--- src/rtl/ghost_mode_scheduler_pkg.sv ---
// Shared encodings for the ghost-mode sequencer: mode words, game states,
// scheduler FSM states and the scatter/chase phase-duration table.
package ghost_mode_scheduler_pkg;

    localparam logic [3:0] SCATTER    = 4'd0;
    localparam logic [3:0] CHASE      = 4'd1;
    localparam logic [3:0] FRIGHTENED = 4'd2;

    localparam logic [7:0] GS_ATTRACT  = 8'h00;
    localparam logic [7:0] GS_IDLE     = 8'h01;
    localparam logic [7:0] GS_PLAY     = 8'h02;
    localparam logic [7:0] GS_PAUSE    = 8'h03;
    localparam logic [7:0] GS_RELOAD   = 8'h04;
    localparam logic [7:0] GS_GAMEOVER = 8'h05;

    typedef enum logic [1:0] {
        S_WAIT   = 2'd0,
        S_PHASE  = 2'd1,
        S_FRIGHT = 2'd2
    } sched_state_e;

    // Phase 7 returns 0: the final chase never expires.
    function automatic int phase_dur(input logic [2:0] idx, input int scat_long,
                                     input int scat_short, input int chase);
        case (idx)
            3'd0, 3'd2: phase_dur = scat_long;
            3'd4, 3'd6: phase_dur = scat_short;
            3'd7:       phase_dur = 0;
            default:    phase_dur = chase;
        endcase
    endfunction

    function automatic logic [3:0] phase_mode(input logic [2:0] idx);
        phase_mode = idx[0] ? CHASE : SCATTER;
    endfunction

endpackage

--- src/rtl/ghost_mode_scheduler_release.sv ---
// Staggered ghost release: after arming, bit k pulses on the game tick at
// which the release counter equals k*P_REL_GAP; the counter then saturates.
module ghost_release_timer
    import ghost_mode_scheduler_pkg::*;
#(
    parameter int N_GHOST   = 4,
    parameter int CNT_W     = 12,
    parameter int P_REL_GAP = 120
) (
    input  logic               i_clk,
    input  logic               i_rst_n,
    input  logic               i_arm,
    input  logic               i_tick,
    input  logic               i_enable,
    output logic [N_GHOST-1:0] o_reload
);

    localparam logic [CNT_W-1:0] LAST = CNT_W'((N_GHOST - 1) * P_REL_GAP);

    logic [CNT_W-1:0]   cnt_q, cnt_d, cnt_eff;
    logic [N_GHOST-1:0] pulse_q, pulse_d;

    always_comb begin
        cnt_eff = i_arm ? '0 : cnt_q;
        cnt_d   = cnt_eff;
        pulse_d = '0;
        // Counter stops one past the last release point, so no pulse can repeat.
        if (i_enable && i_tick && (cnt_eff <= LAST)) begin
            for (int k = 0; k < N_GHOST; k++) begin
                pulse_d[k] = (cnt_eff == CNT_W'(k * P_REL_GAP));
            end
            cnt_d = cnt_eff + CNT_W'(1);
        end
    end

    always_ff @(posedge i_clk or negedge i_rst_n) begin
        if (!i_rst_n) begin
            cnt_q   <= '0;
            pulse_q <= '0;
        end else begin
            cnt_q   <= cnt_d;
            pulse_q <= pulse_d;
        end
    end

    assign o_reload = pulse_q;

endmodule

--- src/rtl/ghost_mode_scheduler.sv ---
// Global ghost-mode sequencer: scatter/chase phase table with a power-pellet
// frightened overlay, plus staggered per-ghost release pulses each round.
module ghost_mode_scheduler
    import ghost_mode_scheduler_pkg::*;
#(
    parameter int N_GHOST      = 4,
    parameter int CNT_W        = 12,
    parameter int P_SCAT_LONG  = 420,
    parameter int P_SCAT_SHORT = 300,
    parameter int P_CHASE      = 1200,
    parameter int P_FRIGHT     = 360,
    parameter int P_FLASH      = 120,
    parameter int P_REL_GAP    = 120
) (
    input  logic               i_clk,
    input  logic               i_rst_n,
    input  logic [7:0]         i_game_state,
    input  logic               i_tick,
    input  logic               i_power_pellet,
    output logic [3:0]         o_ghost_state,
    output logic [N_GHOST-1:0] o_ghost_reload,
    output logic               o_fright_flash,
    output logic [2:0]         o_phase_idx
);

    sched_state_e     st_q, st_d, st_eff;
    logic [2:0]       idx_q, idx_d;
    logic [CNT_W-1:0] pcnt_q, pcnt_d;
    logic [CNT_W-1:0] fcnt_q, fcnt_d;
    logic [3:0]       mode_q, mode_d;
    logic             flash_q, flash_d;
    logic             arm_pend_q, arm_pend_d;

    logic in_play, in_hold, in_reload, in_wait, arm;

    assign in_play   = (i_game_state == GS_PLAY);
    assign in_hold   = (i_game_state == GS_PAUSE) || (i_game_state == GS_IDLE);
    assign in_reload = (i_game_state == GS_RELOAD);
    assign in_wait   = !(in_play || in_hold || in_reload);
    assign arm       = in_play && arm_pend_q;

    always_comb begin
        st_d       = st_q;
        idx_d      = idx_q;
        pcnt_d     = pcnt_q;
        fcnt_d     = fcnt_q;
        mode_d     = mode_q;
        arm_pend_d = arm_pend_q;
        st_eff     = (st_q == S_WAIT) ? S_PHASE : st_q;

        if (in_wait || in_reload) begin
            st_d       = in_wait ? S_WAIT : S_PHASE;
            idx_d      = '0;
            pcnt_d     = '0;
            fcnt_d     = '0;
            mode_d     = SCATTER;
            arm_pend_d = 1'b1;
        end else if (in_play) begin
            if (arm) arm_pend_d = 1'b0;
            st_d = st_eff;
            if (st_eff == S_PHASE) begin
                if (i_tick && (idx_q != 3'd7)) begin
                    if (int'(pcnt_q) + 1 == phase_dur(idx_q, P_SCAT_LONG, P_SCAT_SHORT, P_CHASE)) begin
                        idx_d  = idx_q + 3'd1;
                        pcnt_d = '0;
                        mode_d = phase_mode(idx_q + 3'd1);
                    end else begin
                        pcnt_d = pcnt_q + CNT_W'(1);
                    end
                end
            end else if (i_tick) begin
                if (fcnt_q <= CNT_W'(1)) begin
                    fcnt_d = '0;
                    st_d   = S_PHASE;
                    mode_d = phase_mode(idx_q);
                end else begin
                    fcnt_d = fcnt_q - CNT_W'(1);
                end
            end
            // A pellet overrides a coinciding frightened expiry; phase advance above still stands.
            if (i_power_pellet) begin
                st_d   = S_FRIGHT;
                fcnt_d = CNT_W'(P_FRIGHT);
                mode_d = FRIGHTENED;
            end
        end

        flash_d = (st_d == S_FRIGHT) && (fcnt_d <= CNT_W'(P_FLASH));
    end

    always_ff @(posedge i_clk or negedge i_rst_n) begin
        if (!i_rst_n) begin
            st_q       <= S_WAIT;
            idx_q      <= '0;
            pcnt_q     <= '0;
            fcnt_q     <= '0;
            mode_q     <= SCATTER;
            flash_q    <= 1'b0;
            arm_pend_q <= 1'b1;
        end else begin
            st_q       <= st_d;
            idx_q      <= idx_d;
            pcnt_q     <= pcnt_d;
            fcnt_q     <= fcnt_d;
            mode_q     <= mode_d;
            flash_q    <= flash_d;
            arm_pend_q <= arm_pend_d;
        end
    end

    ghost_release_timer #(
        .N_GHOST  (N_GHOST),
        .CNT_W    (CNT_W),
        .P_REL_GAP(P_REL_GAP)
    ) u_release (
        .i_clk   (i_clk),
        .i_rst_n (i_rst_n),
        .i_arm   (arm),
        .i_tick  (i_tick),
        .i_enable(in_play),
        .o_reload(o_ghost_reload)
    );

    assign o_ghost_state  = mode_q;
    assign o_fright_flash = flash_q;
    assign o_phase_idx    = idx_q;

endmodule
--- config.mk ---
export PLATFORM = sky130hd
export DESIGN_NAME = ghost_mode_scheduler
export DESIGN_NICKNAME = d
export VERILOG_FILES = /design/src/rtl/ghost_mode_scheduler_pkg.sv /design/src/rtl/ghost_mode_scheduler_release.sv /design/src/rtl/ghost_mode_scheduler.sv
export SDC_FILE = /design/constraint.sdc
export NUM_CORES = 1
export LEC_CHECK = 0
export CORE_AREA = 10 10 83 85
export CTS_BUF_LIST = sky130_fd_sc_hd__clkbuf_4
export DETAILED_ROUTE_END_ITERATION = 16
export DIE_AREA = 0 0 93 95
export PLACE_DENSITY = 0.8
export SYNTH_ARGS = -nofsm -noshare
export SYNTH_HDL_FRONTEND = slang
export SYNTH_SLANG_ARGS = --single-unit
--- constraint.sdc ---
create_clock -name i_clk -period 8.62 [get_ports i_clk]
set_clock_uncertainty 0.2 [all_clocks]
set_input_delay 0.862 -clock i_clk [delete_from_list [all_inputs] [get_ports i_clk]]
set_output_delay 0.862 -clock i_clk [all_outputs]
set_load 0.01 [all_outputs]
==> results of run 1 <==
-- final cells by class --
class                   count  share of cell area, %
repair buffers             24                   6.70
flip-flops and latches     49                   36.1
clock buffers               7                   1.55
clock inverters             1                  0.221
well taps                  72                   2.65
inverters                   5                  0.552
multi-input cells         275                   52.2
-- power by group through the flow --
stage	logic, mW	registers (mW)	clock network [mW]
floorplan	0.00689	0.235	0
global placement	0.0184	0.235	0
CTS	0.0190	0.231	0.115
finish	0.0186	0.231	0.109
detailed placement	0.0189	0.235	0
global route	0.0208	0.231	0.124
-- worst min path at each step --
stage | start | to | slack [ps] | cells after the start
finish | arm_pend_q | arm_pend_q | 310 | 2
global route | pcnt_q[11] | pcnt_q[11] | 340 | 1
CTS | arm_pend_q | arm_pend_q | 310 | 2
detailed placement | arm_pend_q | arm_pend_q | 290 | 2
global placement | arm_pend_q | arm_pend_q | 290 | 2
floorplan | arm_pend_q | arm_pend_q | 260 | 2
-- cells in the final DEF (no fill, tap or decap), types with 4 or more instances in the layout --
| cell type | count |
|---|---|
| and3_1 | 7 |
| clkdlybuf4s50_1 | 20 |
| nand3_1 | 10 |
| nor2b_1 | 7 |
| a21oi_1 | 12 |
| or4_1 | 5 |
| nor3_1 | 16 |
| o21ai_0 | 16 |
| inv_1 | 5 |
| xnor2_1 | 8 |
| or3_1 | 4 |
| ha_1 | 7 |
| clkbuf_4 | 7 |
| nand2_1 | 33 |
| nand4_1 | 8 |
| nor4_1 | 10 |
| and4_1 | 5 |
| xor2_1 | 12 |
| mux2i_1 | 6 |
| dfrtp_1 | 48 |
| nor2_1 | 40 |
-- metal layers --
layer | part of all wire (%) | wire, microns
met1 | 42 | 2990
met2 | 49 | 3490
met3 | 5.8 | 409
met4 | 2.9 | 207
met5 | 0 | 0
-- state kept, by name, summed over array words and instances, names as in the netlist --
signal	flops
fcnt_q	12
arm_pend_q	1
st_q	2
pcnt_q	12
o_ghost_state	2
u_release.cnt_q	12
o_fright_flash	1
u_release.o_reload	4
o_phase_idx	3
-- cell families (layout without fill, tap and decap cells) --
| logic type | count (synthesis) | in the layout |
|---|---|---|
| XOR/XNOR | 20 | 20 |
| AND/OR/NAND/NOR | 172 | 172 |
| flip-flops | 49 | 49 |
| multiplexers | 7 | 7 |
| adder cells (fa/ha/maj) | 7 | 7 |
| other | 1 | 2 |
| buffers and inverters | 22 | 37 |
| AO/OA/AOI/OAI | 67 | 67 |
-- critical path, stage by stage --
cell,delay [ps]
clkdlybuf4s50_1,470
or4b_1,770
nor2_4,240
nand2_1,220
nand2_1,190
ha_1,190
nand3b_1,100
nor4_1,320
a211oi_1,120
nor2_2,300
nand4_1,240
o21a_1,230
o21a_1,180
-- through the flow --
| step | util (%) | setup WS, ps | hold WS, ps | cells |
|---|---|---|---|---|
| 3_3_place_gp | 62.5 | 4040 | 286 | 425 |
| 6_report | 63.7 | 4260 | 312 | 433 |
| 2_1_floorplan | - | 4860 | 258 | 346 |
| 4_1_cts | 63.7 | 4340 | 311 | 433 |
| 5_1_grt | 63.7 | 4040 | 341 | 433 |
| 3_5_place_dp | 62.5 | 3920 | 295 | 425 |
==> reports/metrics.yaml, run 1 <==
grtUsageMet1_pct: 19.1
ff2ff_path_depth: 9
yosys.area_share.simple_pct: 30.9
cts_buffers: 5
synth_common_cells: "dfrtp_1 (48), nor2_1 (40), nand2_1 (33)"
via_count: 2746
period_share_pct: 50.6
synth_area_leaders: "dfrtp_1 (39%), nor2_1 (4.9%), nand2_1 (4.0%)"
post_cts_resized: 0
synth_top_family_by_area: "simple AND/OR/NAND/NOR gates"
ios: 24
multi_input_area_sq_um: 1770
finalMaxSlewViolations: 0
fillers: 473
drc: 0
synth_compound_area_share_pct: 15.4
design_area_sq_um: 3400
synth_xor_area_share_pct: 5.66
status: "completed"
dp_hpwl_mm: 5.24
grt_pass1_wl_mm: 12.1
die_h_microns: 95
yosysTopAreaCell: "dfrtp_1"
hold_class: "flop to flop"
crit_required_ps: 8690
cts_tree: "built"
period_minus_slack_ps: 4360
grt_util_all_layers_pct: 16.5
final_nets: 379
power_switching_share_pct: 23.0
antenna_left: 0
endpoint: "u_release.cnt_q[6]"
grtUsageMet2_pct: 28.9
hold_viol_final: 0
worstSetupPathType: "input pin to flop"
holdBufCountCts: 0
timing.fmax_ghz: 0.229
max_slew_margin_pct: 30.7
switchingPower_mw: 0.0824
clk-insertion-delay-late_ps: 360
fp-row-count: 27
synth_edf_count: 0
coreArea_sq_um: 5340
place.gp.congestion: 0.904
ys_seq_elements: 49
reg2reg_setup_slack_ps: 5240
rr_startpoint: "o_phase_idx[0]"
grt_pass1_vias: 2663
async_flop_share_pct: 100
grt_busiest_layer: "met2"
rsz0062_at_grt: "no"
path_max_fanout: 9
place_area_sq_um: 3340
p_int_mw: 0.276
post-synth-top-area-fraction_pct: 38.8
cts_num_sinks: 49
clockRootBuffer: "clkbuf_4"
h-tree-depth: 2
post_cts_buffers: 0
cap_violations: 0
arrival_ps: 4430
area_delta_synth_final_pct: 9.87
dieArea_sq_um: 8840
setup_viol: 0
clock_power_share_pct: 30.4
vdd_drop_max_mv: 0.0776
die-width_microns: 93
path_clk_slew_ps: 140
vias_per_cell: 6.34
synth_fa_ha_area_share_pct: 2.83
synth.mux.area_fraction_pct: 2.31
clock_path_buffers: 2
place.port_buffers: 21
grt_max_degree: 50
drtIter0Drc: 125
drive_gt1_share_pct: 7.48
syn-cell-area_sq_um: 3090
totalNegativeSetupSlack_ps: 0
ys.flop_type: "dfrtp_1"
p_per_area_nw_per_um2: 105
syn_inst: 345
drt_wl_total_mm: 7.10
drtPass1Iterations: 4
ys_types: 68
worst_pin_slew_ps: 1030
end_kind: "flop"
grt_util_met3_pct: 3.97
leakage_nw: 1.39
yosysMostFrequentCell: "dfrtp_1"
cp-start-kind: "input pin"
synth.yosys.seq_area_share_pct: 39.7
synth.avg_cell_area_sq_um: 8.97
power.total_mw: 0.358
antenna_found_initial: 0
rr_endpoint: "pcnt_q[2]"
wl_per_cell_microns: 16.4
critPathLaunch: "i_game_state[0]"
initial_utilization_pct: 57.9
yosys_warnings: 0
pwr-share-comb_pct: 5.2
grt_overflow: 0
register_area_sq_um: 1230
seq_power_share_pct: 64.4
antenna_cells: 0
No activity file was read; power rests on OpenSTA's default activity.
==> run 2: changes to the inputs <==
CORE_AREA = 10 10 86 88   (was 10 10 83 85)
DIE_AREA = 0 0 96 98   (was 0 0 93 95)
PLACE_DENSITY = 0.78   (was 0.8)
clock period = 4 ns   (was 8.62 ns; I/O delays follow)
==> reports/metrics.yaml, run 2 (synthesized netlist as in run 1, its figures left out) <==
status: "completed"
grt_pass1_vias: 2622
dp_hpwl_mm: 5.31
final_nets: 383
layout_common_cells: "dfrtp_1 (48), nor2_1 (40), nand2_1 (33), clkdlybuf4s50_1 (20)"
hold_class: "input pin to async pin"
final_common_cell: "dfrtp_1"
drive_gt1_share_pct: 8.49
arrival_ps: 3540
pre_cts_slack_ps: 202
die_h_microns: 98
hold_viol_final: 0
die-width_microns: 96
grt_pass1_wl_mm: 12.1
drt_wl_total_mm: 7.11
fillers: 507
critPathLaunch: "i_game_state[0]"
dieArea_sq_um: 9410
grt_util_all_layers_pct: 15.5
totalNegativeSetupSlack_ps: 0
cts_num_sinks: 49
whs_ps: 36.2
cap_violations: 0
holdBufCountCts: 0
setup_viol: 0
antenna_left: 0
post_cts_buffers: 0
drtIter0Drc: 174
rr_endpoint: "pcnt_q[4]"
vias_per_cell: 6.21
path_max_fanout: 9
end_kind: "flop"
place.gp.congestion: 0.943
critical-path-slowest-cell: "or4b_1"
path_clk_slew_ps: 140
crit_required_ps: 4060
clockRootBuffer: "clkbuf_4"
drc: 0
leakage_nw: 1.42
post_cts_resized: 0
cts_buffers: 5
timing.fmax_ghz: 0.287
final_core_util_pct: 59.6
initial_utilization_pct: 53.8
ios: 24
top_regs: "fcnt_q (12), pcnt_q (12), u_release.cnt_q (12)"
p_per_area_nw_per_um2: 223
critPathMaxStageDelay_ps: 610
worst_pin_slew_ps: 1060
antenna_cells: 0
endpoint: "u_release.cnt_q[6]"
h-tree-depth: 2
wl_per_cell_microns: 16.2
drtPass1Iterations: 4
grt_overflow: 0
rsz0062_at_grt: "no"
max_slew_margin_pct: 29.4
grt_max_degree: 50
cp-start-kind: "input pin"
vdd_drop_max_mv: 0.148
reg2reg_setup_slack_ps: 620
area_delta_synth_final_pct: 10.8
rr_startpoint: "o_phase_idx[0]"
clk-insertion-delay-late_ps: 340
fp-row-count: 28
place.port_buffers: 21
period_minus_slack_ps: 3490
finalWorstSetupSlack_ps: 512
coreArea_sq_um: 5750
finalMaxSlewViolations: 0
antenna_found_initial: 0
cts_tree: "built"
worstSetupPathType: "input pin to flop"
worstPathCellList: "clkdlybuf4s50_1 > or4b_1 > nor2_4 > nand2_1 > nand2_1 > ha_1 > nand3b_1 > nor4_1 > a211oi_1 > nor2_2 > nand4_1 > o21a_1 > o21a_1"
period_share_pct: 87.2
via_count: 2733
ff2ff_path_depth: 9
clock_path_buffers: 2
[run 2: worst min-delay path by stage]
stage | depth (start not counted) | endpoint | from | slack [ps]
final | 1 | u_release.o_reload[1] | i_rst_n | 40
after global routing | 1 | pcnt_q[4] | i_rst_n | 80
after CTS | 1 | u_release.o_reload[1] | i_rst_n | 60
after detailed placement | 2 | arm_pend_q | arm_pend_q | 280
after global placement | 2 | arm_pend_q | arm_pend_q | 280
after floorplan | 0 | fcnt_q[0] | i_rst_n | -100
[run 2: layout make-up]
type / count / area, sq um / share of cell area (%)
well taps: 75 / 93.8 / 2.74
clock inverters: 2 / 10.0 / 0.292
multi-input cells: 275 / 1770 / 51.8
repair buffers: 28 / 258 / 7.52
flip-flops and latches: 49 / 1230 / 35.8
inverters: 5 / 18.8 / 0.548
clock buffers: 6 / 45.0 / 1.31
[run 2: worst max-delay path: cells and delay by family]
kind / cells / cell delay (ps)
compound gates: 3 / 560
fa+ha+maj: 1 / 200
buf+inv: 1 / 480
simple gates: 8 / 1900
[run 2: stage by stage]
stage	instance area (sq um)	total power [mW]	cells
detailed placement	3370	0.548	432
CTS	3430	0.776	440
global route	3430	0.798	440
floorplan	3100	0.522	346
finish	3430	0.764	440
global placement	3370	0.547	432
[run 2: power by group]
group	switching [mW]	leakage [nW]	internal [mW]
sequential	0.00114	0.681	0.497
combinational	0.0256	0.702	0.0154
clock	0.151	0.0354	0.0743
total	0.178	1.42	0.586
[run 2: per-layer routing]
layer	routed length [microns]	vias to the layer above	share of wire, %	track usage (%)
li1	-	1324	-	-
met3	446	4	6.3	2.91
met4	55	0	0.77	4.43
met2	3470	95	49	25.2
met5	0	-	0	0
met1	3140	1310	44	20.4
